--- src/rtl/multicycle_ctrl_pkg.sv ---
// Shared state encodings and opcode constants for the multicycle controller.
// Both the controller and its bench import this package.
package multicycle_ctrl_pkg;

  typedef enum logic [2:0] {
    S_FETCH  = 3'd0,
    S_DECODE = 3'd1,
    S_EXEC   = 3'd2,
    S_MEM    = 3'd3,
    S_WB     = 3'd4
  } state_t;

  typedef enum logic [1:0] {
    OP_ADD = 2'b00,
    OP_LW  = 2'b01,
    OP_SW  = 2'b10,
    OP_J   = 2'b11
  } opcode_t;

endpackage

--- src/rtl/multicycle_ctrl.sv ---
// Multicycle instruction sequencer: FETCH/DECODE/EXEC/MEM/WB controls,
// memory-wait timeout with a sticky error flag, and a retired-instruction count.
//
//   state  | meaning
//   FETCH  | load IR and bump PC when RUN is high
//   DECODE | opcode latched, no controls
//   EXEC   | ALU op; J updates PC and retires here
//   MEM    | hold read/write strobe until MEM_READY or timeout
//   WB     | register write for ADD / LW
module multicycle_ctrl
  import multicycle_ctrl_pkg::*;
#(
  parameter int MEM_WAIT_MAX = 15
) (
  input  logic       CLK,
  input  logic       RST,
  input  logic       RUN,
  input  logic [7:0] INSTR,
  input  logic       MEM_READY,
  output logic       IR_WRITE,
  output logic       PC_WRITE,
  output logic       PC_SRC,
  output logic       REGDST,
  output logic       REGWRITE,
  output logic       ALUSRC,
  output logic       MEM_READ,
  output logic       MEM_WRITE,
  output logic       MEMTOREG,
  output logic [2:0] STATE,
  output logic [7:0] INSTR_CNT,
  output logic       ERR
);

  localparam int WW = $clog2(MEM_WAIT_MAX + 1);
  // Timeout fires on the MEM cycle whose stalled increment would reach the limit.
  localparam logic [WW-1:0] WAIT_LAST = WW'(MEM_WAIT_MAX - 1);

  state_t          state_q, state_d;
  opcode_t         opcode_q;
  logic [WW-1:0]   wait_q;
  logic            retire;
  logic            timeout;

  assign STATE = state_q;

  always_comb begin
    state_d   = state_q;
    IR_WRITE  = 1'b0;
    PC_WRITE  = 1'b0;
    PC_SRC    = 1'b0;
    REGDST    = 1'b0;
    REGWRITE  = 1'b0;
    ALUSRC    = 1'b0;
    MEM_READ  = 1'b0;
    MEM_WRITE = 1'b0;
    MEMTOREG  = 1'b0;
    retire    = 1'b0;
    timeout   = 1'b0;
    case (state_q)
      S_FETCH: begin
        if (RUN) begin
          IR_WRITE = 1'b1;
          PC_WRITE = 1'b1;
          state_d  = S_DECODE;
        end
      end
      S_DECODE: state_d = S_EXEC;
      S_EXEC: begin
        case (opcode_q)
          OP_ADD: state_d = S_WB;
          OP_LW, OP_SW: begin
            ALUSRC  = 1'b1;
            state_d = S_MEM;
          end
          OP_J: begin
            PC_WRITE = 1'b1;
            PC_SRC   = 1'b1;
            retire   = 1'b1;
            state_d  = S_FETCH;
          end
          default: state_d = S_FETCH;
        endcase
      end
      S_MEM: begin
        MEM_READ  = (opcode_q == OP_LW);
        MEM_WRITE = (opcode_q == OP_SW);
        // Ready takes priority over a timeout landing in the same cycle.
        if (MEM_READY) begin
          if (opcode_q == OP_LW) begin
            state_d = S_WB;
          end else begin
            retire  = 1'b1;
            state_d = S_FETCH;
          end
        end else if (wait_q == WAIT_LAST) begin
          timeout = 1'b1;
          state_d = S_FETCH;
        end
      end
      S_WB: begin
        REGWRITE = 1'b1;
        REGDST   = (opcode_q == OP_ADD);
        MEMTOREG = (opcode_q == OP_LW);
        retire   = 1'b1;
        state_d  = S_FETCH;
      end
      default: state_d = S_FETCH;
    endcase
  end

  always_ff @(posedge CLK) begin
    if (RST) begin
      state_q   <= S_FETCH;
      opcode_q  <= OP_ADD;
      wait_q    <= '0;
      INSTR_CNT <= 8'd0;
      ERR       <= 1'b0;
    end else begin
      state_q <= state_d;
      if (state_q == S_FETCH && RUN) opcode_q <= opcode_t'(INSTR[7:6]);
      if (state_q == S_EXEC) wait_q <= '0;
      else if (state_q == S_MEM && !MEM_READY) wait_q <= wait_q + WW'(1);
      if (retire) INSTR_CNT <= INSTR_CNT + 8'd1;
      if (timeout) ERR <= 1'b1;
    end
  end

endmodule

--- config.mk ---
export PLATFORM = sky130hd
export DESIGN_NAME = multicycle_ctrl
export DESIGN_NICKNAME = d
export VERILOG_FILES = /design/src/rtl/multicycle_ctrl_pkg.sv /design/src/rtl/multicycle_ctrl.sv
export SDC_FILE = /design/constraint.sdc
export NUM_CORES = 1
export LEC_CHECK = 0
export CAP_MARGIN = 15
export CORE_ASPECT_RATIO = 1.25
export CORE_UTILIZATION = 48
export DETAILED_ROUTE_END_ITERATION = 8
export GPL_TIMING_DRIVEN = 0
export HOLD_SLACK_MARGIN = 0.06
export PLACE_DENSITY = 0.9
export SLEW_MARGIN = 40
export SYNTH_ARGS = -nofsm -noshare
export SYNTH_HDL_FRONTEND = slang
export SYNTH_SLANG_ARGS = --single-unit
--- constraint.sdc ---
create_clock -name CLK -period 4.9 [get_ports CLK]
set_input_delay 0.735 -clock CLK [delete_from_list [all_inputs] [get_ports CLK]]
set_output_delay 0.735 -clock CLK [all_outputs]
set_load 0.005 [all_outputs]
Word-level counts from Yosys, hierarchy flattened:

Cells that the tools add are included.

* output and inout port bits: 21
* logic and storage cells: 49
* input bits: 12
* bits in registers: 18

* reduce and logical (&&, ||, !) cells: 8
* mux-type cells: 24
* add/subtract/negate cells: 2
* equal/unequal tests: 10

Operators by type and width (count)
* 2-to-1 mux 1 bit: 16
* 2-to-1 mux 3 bit: 4
* one-hot mux 3 bit (4 select lines): 1
* one-hot mux 3 bit (3 select lines): 1
* adder 8 x 1 -> 8 bit (second input constant): 1
* equality test 3 x 2 -> 1 bit (second input constant): 2
* adder 4 x 1 -> 4 bit (second input constant): 1
* equality test 2 bit (second input constant): 2
* equality test 4 bit (second input constant): 1
* OR reduction 2 bit: 2
* equality test 3 x 1 -> 1 bit (second input constant): 1
* equality test 3 bit (second input constant): 1
* zero test 3 bit: 1
* != test 3 bit (second input constant): 1
* one-hot mux 1 bit (3 select lines): 1
* equality test 2 x 1 -> 1 bit (second input constant): 1
* logical AND 1 bit: 2
* zero test 2 bit: 1
* != test 2 bit (second input constant): 1
* one-hot mux 1 bit (2 select lines): 1
* AND reduction 2 bit: 1
* zero test 1 bit: 1

Logic depth before layout (Yosys ltp):

Gate-level depths: netlist of the first run.

* depth in word-level cells: 4
* depth in mapped cells: 7
* gate-level depth less buffers: 6

Worst setup path before layout of the first run:

OpenSTA, ideal clock, no wires.

* path type: flip-flop to output port
* start: reg state_q[0] (netlist: STATE[0])
* end: out PC_WRITE
* cell stages (with the launch flop): 6
* required time: 4165 ps
* slack: 2908 ps
* data arrival time: 1257 ps
* buffers on the path: 1
* cells stage by stage: dfxtp_1 -> clkbuf_1 -> nor3_1 -> nand2_1 -> inv_1 -> or2_2

* word-level cells in the longest chain between the ends: 2
* elaborated cells between the ends (all ways): 3
* those cells by class: eq/ne (1); mux (1); reduce/logical (1)

Ends and longest elaborated chain
* from (decl): RTL line multicycle_ctrl.sv:38 `state_t state_q, state_d;`
* from (signal assigned): RTL line multicycle_ctrl.sv:119 `state_q <= state_d;`
* equality test 3 x 2 -> 1 bit or zero test 3 bit (tied branches): RTL line multicycle_ctrl.sv:59 `case (state_q)`
* one-hot mux 1 bit (2 select lines) (*): RTL line multicycle_ctrl.sv:59
* to (decl): RTL line multicycle_ctrl.sv:21 `output logic PC_WRITE,`

Every way passes the cells marked *; elsewhere a longest branch is shown, timed or not.

Worst setup path after layout of the first run:

Ends and elaborated chain as after synthesis.

==> metrics, run 1 <==
status=finished, final reports clean; placed instance count=158; crit path setup slack, layout=1970 ps; later-pin clock latency in the skew report=290 ps; hold path depth=2; critical path class=reg2out; depth of the CTS H-tree=1; vias per cell=about 5.6; Tmin final=between 2000 and 3000 ps; Slew @ Worst Pin=440 ps; r2r endpoint=INSTR_CNT[1]; CTS tree=done; Final Net Count=164; gr ovfl total=0; First-pass DRT Iterations=6; Post-synth EDFFs=0; row count=17; clock tree buffer depth=2; initial antenna violation count=0; FMAX=342 MHz; Yosys Warn Count=0; DRT Wirelength=approximately 2100 um; Synth cell types=36; TNS Setup=0 ps; Cell Area, Placed=1270 um^2; Worst Hold Slack=approximately 490 ps; RR Startpoint=opcode_q[0]; Die W=between 40 and 50 um; most common flop cell mapped by yosys=dfxtp_1; Initial Util=0.532; share of cells above drive strength 1=0.0839; core region area=1850 um^2; Root Driver=clkbuf_4; Ant. Diodes=0; worst path required time=4160 ps; Finished Core Util=0.705; Seq cells post-synth=18; area delta synth->final=32.5%; max cap viols=0; PortBufs=26; Final Instance Count excl. Fillers=162; Setup Skew=2.70 ps; Final ANT Viol Nets=0; post-CTS sizing=0; hold_buf cts=0; Worst Hold End=ERR; Worst Setup End Kind=output pin; mapped cell area=985 um^2; vias in the first global route=approximately 850; post-synthesis net count=133; Slew Limit Fails=0; total CTS buffers=3; Leakage=around 0.50 nW; global placement routability congestion=slightly below 0.8; Setup-failing EPs final=0; Avg Inst Size Synth=8.71 um^2; pre-CTS setup slack=2030 ps; post-route cell area=1310 um^2; DRC violation count after routing=0; Total GRT Usage=0.205; fin crit share=0.597; sequential area share after synthesis=0.366; Setup crit start kind=register; CP Data Arrival Time=2190 ps; Sink Count=18; drt wl/cell=roughly 13 um; die area=between 2000 and 2500 um^2; first-pass GRT wire length=approximately 3600 um; Hold Violations, Final=0; Setup Buffers After CTS=0; clk slew on worst S/H paths=100 ps; Cells after Synth=~110; number of DRC markers in iteration 0=17; RSZ-0062 raised after global routing=no; Worst Hold Launch=ERR; largest net degree at the start of global routing=11; HP Class=reg2reg; dpl hpwl=1620 um; crit-path max FO=10; ys async rst share=0; worst reg-to-reg path cell count=6; worst relative slew slack=0.704; worst reg2reg setup slack=~3200 ps; Vias=907; Pwr per Cell Area=236 nW/um^2; total power=308 uW; Top-Level Pins=33; Die Y=52.6 um; peak supply drop=0.000249 V
==> Yosys cell counts, drive strengths merged (2+ instances only) <==
master / count / area [um^2]
inv: 6 / 22.5
nand2: 5 / 18.8
and4bb: 2 / 28.8
nand3: 6 / 30.0
and3: 3 / 18.8
a21oi: 11 / 55.1
nand2b: 2 / 12.5
nor3: 5 / 25.0
xor2: 3 / 26.3
or3: 6 / 37.5
ha: 8 / 100
and2: 2 / 12.5
buf: 3 / 21.3
o21ai: 6 / 30.0
nand4: 2 / 12.5
nor2: 7 / 26.3
clkbuf: 2 / 7.51
a211oi: 3 / 27.5
dfxtp: 18 / 360
==> final cells by class <==
type | count | area [um^2]
multi-input combinational | 84 | 573
fill | 145 | 546
sequential | 18 | 360
timing repair buffer | 26 | 260
clock buffer | 4 | 36.3
buffer | 5 | 28.8
tap | 19 | 23.8
inverter | 6 | 22.5
==> cells by family after synthesis <==
group	count (synthesis)	share of synthesized area
XOR/XNOR	4	0.0356
AO/OA/AOI/OAI	23	0.137
AND/OR/NAND/NOR	48	0.297
multiplexers	1	0.0102
buffers and inverters	11	0.0521
adder cells (fa/ha/maj)	8	0.102
flip-flops	18	0.366
==> worst max-delay path: stages (launching register included) <==
cell	delay, ps
dfxtp_1	490
clkbuf_1	360
nor3_1	150
nand2_1	130
inv_1	50
or2_2	280
clkdlybuf4s50_1	440
==> report_power, final <==
part / switching (mW) / leakage, nW / internal, mW / total (mW)
clock: 0.0453 / 0.0210 / 0.0453 / 0.0906
combinational: 0.0294 / 0.331 / 0.0298 / 0.0592
sequential: 0.00689 / 0.146 / 0.151 / 0.158
total: 0.0817 / 0.497 / 0.226 / 0.308
==> worst max-delay path by stage <==
stage	startpoint	end	slack, ps
floorplan	STATE[0]	PC_WRITE	2910
global placement	RUN	PC_WRITE	2060
detailed placement	RUN	PC_WRITE	2030
CTS	STATE[0]	PC_WRITE	1960
global route	STATE[0]	PC_WRITE	1810
finish	STATE[0]	PC_WRITE	1970
==> state kept, by name, summed over array words and instances, names as in the netlist <==
name / cells
INSTR_CNT: 8
opcode_q: 2
wait_q: 4
ERR: 1
STATE: 3
==> cells in the final DEF, fill, tap and decap left out, drive strengths merged, types with 5 or more instances in the layout <==
cell type and instances:
clkdlybuf4s50 26, dfxtp 18, a21oi 11, ha 8, nor2 7, inv 6
nand3 6, or3 6, o21ai 6, clkbuf 6, nor3 5, nand2 5
==> per-layer routing <==
| metal | GRT usage | vias up | wire length [um] |
|---|---|---|---|
| met3 | 0.0207 | 4 | 58 |
| li1 | - | 461 | - |
| met4 | 0.0938 | 0 | 32 |
| met1 | 0.244 | 425 | 936 |
| met2 | 0.369 | 17 | 1110 |
| met5 | 0 | - | 0 |
No activity file was read; power rests on OpenSTA's default activity.
==> run 2: changes to the inputs <==
Settings changed: CORE_UTILIZATION 48 to 40, PLACE_DENSITY 0.9 to 0.8.
Clock period 4.9 ns to 2.4 ns, I/O delays scaled along.
==> run 2 against run 1 <==
Compared with the run above:
- via count shrank 1.4%
- sequential power grew 100%
- worst setup slack lost 1800 ps
- hold slack gained 1.7 ps
- global-route usage shrank 2.9 points
- flip-flop and latch count is the same
- critical endpoint unchanged
==> metrics, run 2 (synthesis gave the netlist of run 1 again) <==
CTS tree=done; r2r endpoint=INSTR_CNT[1]; Worst Hold End=ERR; FMAX=444 MHz; drt wl/cell=12.0 um (-8.7%); total CTS buffers=3 (unchanged); hold_buf cts=0 (unchanged); hold path depth=2 (unchanged); crit-path max FO=10 (unchanged); worst reg-to-reg path cell count=7 (+1); Vias=894 (-1.4%); TNS Setup=0 ps (unchanged); first-pass GRT wire length=3350 um (-5.6%); Top-Level Pins=33 (unchanged); Setup Skew=5.42 ps (+2.72 ps); core region area=2260 um^2 (+22%); Total GRT Usage=0.176 (-0.0291); DRC violation count after routing=0 (unchanged); Multi-input gate area=578 um^2 (+0.87%); RSZ-0062 raised after global routing=no; peak supply drop=0.000269 V (+7.8%); Setup crit start kind=register; PortBufs=26 (unchanged); vias in the first global route=831 (-1.7%); Leakage=0.503 nW (+1.2%); Layout fillers=199 (+37%); max cap viols=0 (unchanged); area delta synth->final=35.2%; clk slew on worst S/H paths=100 ps (about the same); worst relative slew slack=0.709 (+0.00571); worst reg2reg setup slack=680 ps (-2470 ps); slowest library cell on the worst path=clkdlybuf4s50_1; First-pass DRT Iterations=4 (-2); crit-path cells=clkbuf_4 -> nor3_2 -> nand2_1 -> inv_1 -> or2_2 -> clkdlybuf4s50_1; Slew @ Worst Pin=436 ps (-4.51 ps); Initial Util=0.436 (-0.0961); Final Net Count=164 (unchanged); worst path required time=2040 ps (-2120 ps); depth of the CTS H-tree=1 (unchanged); die area=2670 um^2 (+19%); max reg flops=8 (unchanged); later-pin clock latency in the skew report=290 ps (about the same); largest net degree at the start of global routing=11 (unchanged); Worst Setup End Kind=output pin; Tmin final=approximately 2300 ps; Ant. Diodes=0 (unchanged); dpl hpwl=1610 um (-0.35%); gr ovfl total=0 (unchanged); RR Startpoint=opcode_q[1]; FF/Latch Area=363 um^2 (+0.69%); Setup-failing EPs final=0 (unchanged); Hold Violations, Final=0 (unchanged); Worst Hold Launch=ERR; Slew Limit Fails=0 (unchanged); initial antenna violation count=0 (unchanged); HP Class=reg2reg; CP Data Arrival Time=1890 ps (-300 ps); fin crit share=0.939; Root Driver=clkbuf_4; row count=19 (+2); global placement routability congestion=0.752 (-4.9%); DRT Wirelength=2100 um (-2.0%); commonest non-fill, non-tap cell in the layout=clkdlybuf4s50_1; Final ANT Viol Nets=0 (unchanged); Worst Hold Slack=494 ps (+1.73 ps); Die Y=57.5 um (+9.2%); leading cell types in the layout, fill and taps excluded=26 x clkdlybuf4s50_1, 16 x dfxtp_1, 11 x a21oi_1; clock tree buffer depth=2 (unchanged); max incr delay on CP=440 ps (-50 ps); Sink Count=18 (unchanged); critical path class=reg2out; status=finished, final reports clean; Die W=46.4 um (+9.1%); Biggest register=INSTR_CNT; number of DRC markers in iteration 0=16 (-1); share of cells above drive strength 1=0.112 (+0.0280); Pwr per Cell Area=472 nW/um^2 (+100%); vias per cell=5.14 (-8.2%)
run 2: cell types whose count changed in the layout (fill, tap and decap cells not counted):
cell,previous run,this run
dfxtp_1,18,16
clkbuf_1,2,1
nor3_2,0,1
clkbuf_4,3,4
nor3_1,5,4
dfxtp_2,0,2
run 2: cell type report:
cell class,count,area share
plain buffers,5,0.0244
clock buffers,4,0.0273
inverters,6,0.0169
multi-input cells,84,0.434
flip-flops and latches,18,0.273
well taps,31,0.0291
repair buffers,26,0.195
run 2: how the worst max path moves through the flow:
| stage | startpoint | to | slack [ps] | cells past startpoint |
|---|---|---|---|---|
| finish | STATE[0] | PC_WRITE | 150 | 6 |
| global route | STATE[0] | PC_WRITE | 4 | 6 |
| CTS | STATE[0] | PC_WRITE | 60 | 6 |
| detailed placement | STATE[0] | PC_WRITE | 180 | 6 |
| global placement | STATE[0] | PC_WRITE | 250 | 6 |
| floorplan | STATE[0] | PC_WRITE | 780 | 5 |
run 2: report_power, final:
part / total [mW] / internal, mW / switching (mW)
clock network: 0.182 / 0.0925 / 0.0894
registers: 0.323 / 0.309 / 0.0142
logic: 0.123 / 0.0637 / 0.0594
run 2: worst max-delay path, delay by kind of cell, from the launching register on:
| kind | cells | cell delay [ps] |
|---|---|---|
| flip-flops | 1 | 420 |
| AND/OR/NAND/NOR | 3 | 460 |
| buffers and inverters | 3 | 710 |
run 2: stage by stage:
| stage | setup WS (ps) | cells | power [mW] | cell area, um^2 | util |
|---|---|---|---|---|---|
| after floorplan | 783 | 113 | 0.396 | 985 | - |
| after global placement | 251 | 170 | 0.442 | 1280 | 0.568 |
| after detailed placement | 179 | 170 | 0.449 | 1280 | 0.568 |
| after CTS | 63.8 | 174 | 0.631 | 1320 | 0.586 |
| after global routing | 3.89 | 174 | 0.665 | 1330 | 0.589 |
| final | 146 | 174 | 0.628 | 1330 | 0.589 |
run 2: timing repair:
| action | CTS | global route |
|---|---|---|
| pin swaps | 0 | 0 |
| setup endpoints to repair | 1 | 3 |
| gates resized for setup | 2 | 4 |
| buffers inserted | 0 | 0 |
run 2: metal layers:
metal / vias to the layer above / routed length, um / global-route usage / part of all wire
met5: - / 0 / 0 / 0
met2: 23 / 1110 / 0.304 / 0.53
li1: 459 / - / - / -
met3: 4 / 68 / 0.0285 / 0.032
met1: 408 / 874 / 0.187 / 0.42
met4: 0 / 45 / 0.113 / 0.021
==> run 3: changes to the inputs <==
Settings changed: CORE_MARGIN from default to 5, CORE_UTILIZATION 40 to 48, CTS_CLUSTER_DIAMETER from default to 30, PLACE_DENSITY 0.8 to 0.9.
Clock period 2.4 ns to 2.9 ns, I/O delays scaled along.
==> run 3 against run 2 <==
Compared with the run above:
- utilization increased by 7.0 points
- die area grew 15%
- clock power decreased by 35%
- first-iteration DRC count is 6.3% higher
- total power shrank 23%
- critical path depth did not move
- largest power group unchanged
- highest routed layer unchanged
==> metrics, run 3 (synthesis gave the netlist of run 1 again) <==
vias per cell=5.76 (+12%); Worst Hold Launch=ERR; max cap viols=0 (unchanged); clk slew on worst S/H paths=90 ps (about the same); peak supply drop=0.000291 V (+8.1%); Ant. Diodes=0 (unchanged); Biggest register=INSTR_CNT; Setup-failing EPs final=0 (unchanged); PortBufs=26 (unchanged); slowest library cell on the worst path=dfxtp_1; Die Y=60.6 um (+5.5%); CTS tree=done; hold path depth=2 (unchanged); crit-path max FO=10 (unchanged); depth of the CTS H-tree=1 (unchanged); Vias=933 (+4.4%); Final Instance Count excl. Fillers=162 (-6.9%); global placement routability congestion=0.809 (+7.6%); total CTS buffers=3 (unchanged); TNS Setup=0 ps (unchanged); placed instance count=159 (-6.5%); Clock power frac=0.244 (-0.046); HP Class=reg2reg; r2r endpoint=INSTR_CNT[1]; drt wl/cell=14.0 um (+16%); switching part of the total=0.272 (+0.0122); Hold Violations, Final=0 (unchanged); largest net degree at the start of global routing=11 (unchanged); Total GRT Usage=0.152 (-0.0247); clock tree buffer depth=2 (unchanged); Setup crit start kind=register; CP Data Arrival Time=2220 ps (+330 ps); DRC violation count after routing=0 (unchanged); RR Startpoint=opcode_q[1]; gr ovfl total=0 (unchanged); Internal Pwr Total=353 uW (-24%); max reg flops=8 (unchanged); critical path class=reg2out; fin crit share=0.916; commonest non-fill, non-tap cell in the layout=clkdlybuf4s50_1; first-pass GRT wire length=3660 um (+9.1%); row count=18 (-1); Die W=50.5 um (+8.9%); status=finished, final reports clean; initial antenna violation count=0 (unchanged); Root Driver=clkbuf_4; Setup Skew=0.859 ps (-4.56 ps); dpl hpwl=1760 um (+9.0%); Worst Setup End Kind=output pin; Final ANT Viol Nets=0 (unchanged); hold_buf cts=0 (unchanged); Setup Buffers After CTS=0 (unchanged); Worst Hold End=ERR; Leakage=0.490 nW (-2.6%); area delta synth->final=31.3%; share of cells above drive strength 1=0.0775 (-0.0344); DRT Wirelength=2270 um (+8.1%); later-pin clock latency in the skew report=290 ps (about the same); Reg power frac=0.549 (+0.035); Slew Limit Fails=0 (unchanged); First-pass DRT Iterations=4 (unchanged); Logic pwr share=0.208 (+0.012); crit-path cells=clkbuf_1 -> nor3_1 -> nand2_1 -> inv_1 -> or2_2 -> clkdlybuf4s50_1; core region area=1960 um^2 (-13%); RSZ-0062 raised after global routing=no; Top-Level Pins=33 (unchanged); worst path required time=2470 ps (+430 ps); total power=485 uW (-23%); pre-CTS setup slack=592 ps (+413 ps); vias in the first global route=902 (+8.5%); Initial Util=0.503 (+0.0665); max incr delay on CP=480 ps (+40 ps); crit path setup slack, layout=244 ps (+97.6 ps); leading cell types in the layout, fill and taps excluded=26 x clkdlybuf4s50_1, 18 x dfxtp_1, 11 x a21oi_1; Final Net Count=164 (unchanged); number of DRC markers in iteration 0=17 (+1); Sink Count=18 (unchanged); P_sw=132 uW (-19%); Tmin final=2660 ps; worst reg2reg setup slack=1110 ps (+430 ps); FMAX=376 MHz; worst reg-to-reg path cell count=7 (unchanged); Slew @ Worst Pin=416 ps (-19.5 ps); worst relative slew slack=0.722 (+0.0130); die area=3060 um^2 (+15%); Pwr per Cell Area=376 nW/um^2 (-20%); post-CTS sizing=0 (-2)
[run 3: changes by cell type in the layout (fill, tap and decap cells not counted)]
cell	change
dfxtp_1	+2
dfxtp_2	-2
clkbuf_1	+1
clkbuf_4	-1
clkbuf_8	-1
nor3_1	+1
nor3_2	-1
[run 3: how the worst max path moves through the flow]
stage | endpoint | slack [ps] | cells past startpoint | from
3_3_place_gp | PC_WRITE | 650 | 5 | RUN
5_1_grt | PC_WRITE | 160 | 6 | STATE[0]
4_1_cts | PC_WRITE | 260 | 6 | STATE[0]
6_report | PC_WRITE | 240 | 6 | STATE[0]
3_5_place_dp | PC_WRITE | 590 | 6 | STATE[0]
2_1_floorplan | PC_WRITE | 1210 | 5 | STATE[0]
[run 3: per-stage QoR]
stage                     cell area [um^2]   util  hold slack, ps
final                                 1290  0.660             500
after detailed placement              1270  0.648             474
after CTS                             1290  0.660             506
after global placement                1270  0.648             472
after floorplan                        985      -             463
after global routing                  1290  0.660             540
[run 3: power groups by stage]
stage,combinational [mW],clock (mW),sequential [mW]
2_1_floorplan,0.0581,0,0.270
6_report,0.101,0.118,0.266
4_1_cts,0.100,0.122,0.266
3_5_place_dp,0.0992,0,0.272
3_3_place_gp,0.0955,0,0.271
5_1_grt,0.109,0.136,0.268
[run 3: routing by layer]
layer | part of all wire | GRT usage
met1 | 0.41 | 0.172
met4 | 0.0066 | 0.0693
met3 | 0.051 | 0.0319
met5 | 0 | 0
met2 | 0.53 | 0.270
[run 3: final cells by class]
class                   count  area (um^2)
fillers                   163          667
multi-input cells          84          573
flip-flops and latches     18          360
repair buffers             26          260
plain buffers               5         28.8
well taps                  20         25.0
clock buffers               3         22.5
inverters                   6         22.5
[run 3: worst max-delay path: cells and delay by family (launching register included)]
family | cells | cell delay, ps
AND/OR/NAND/NOR | 3 | 570
buffers and inverters | 3 | 890
flip-flops | 1 | 480
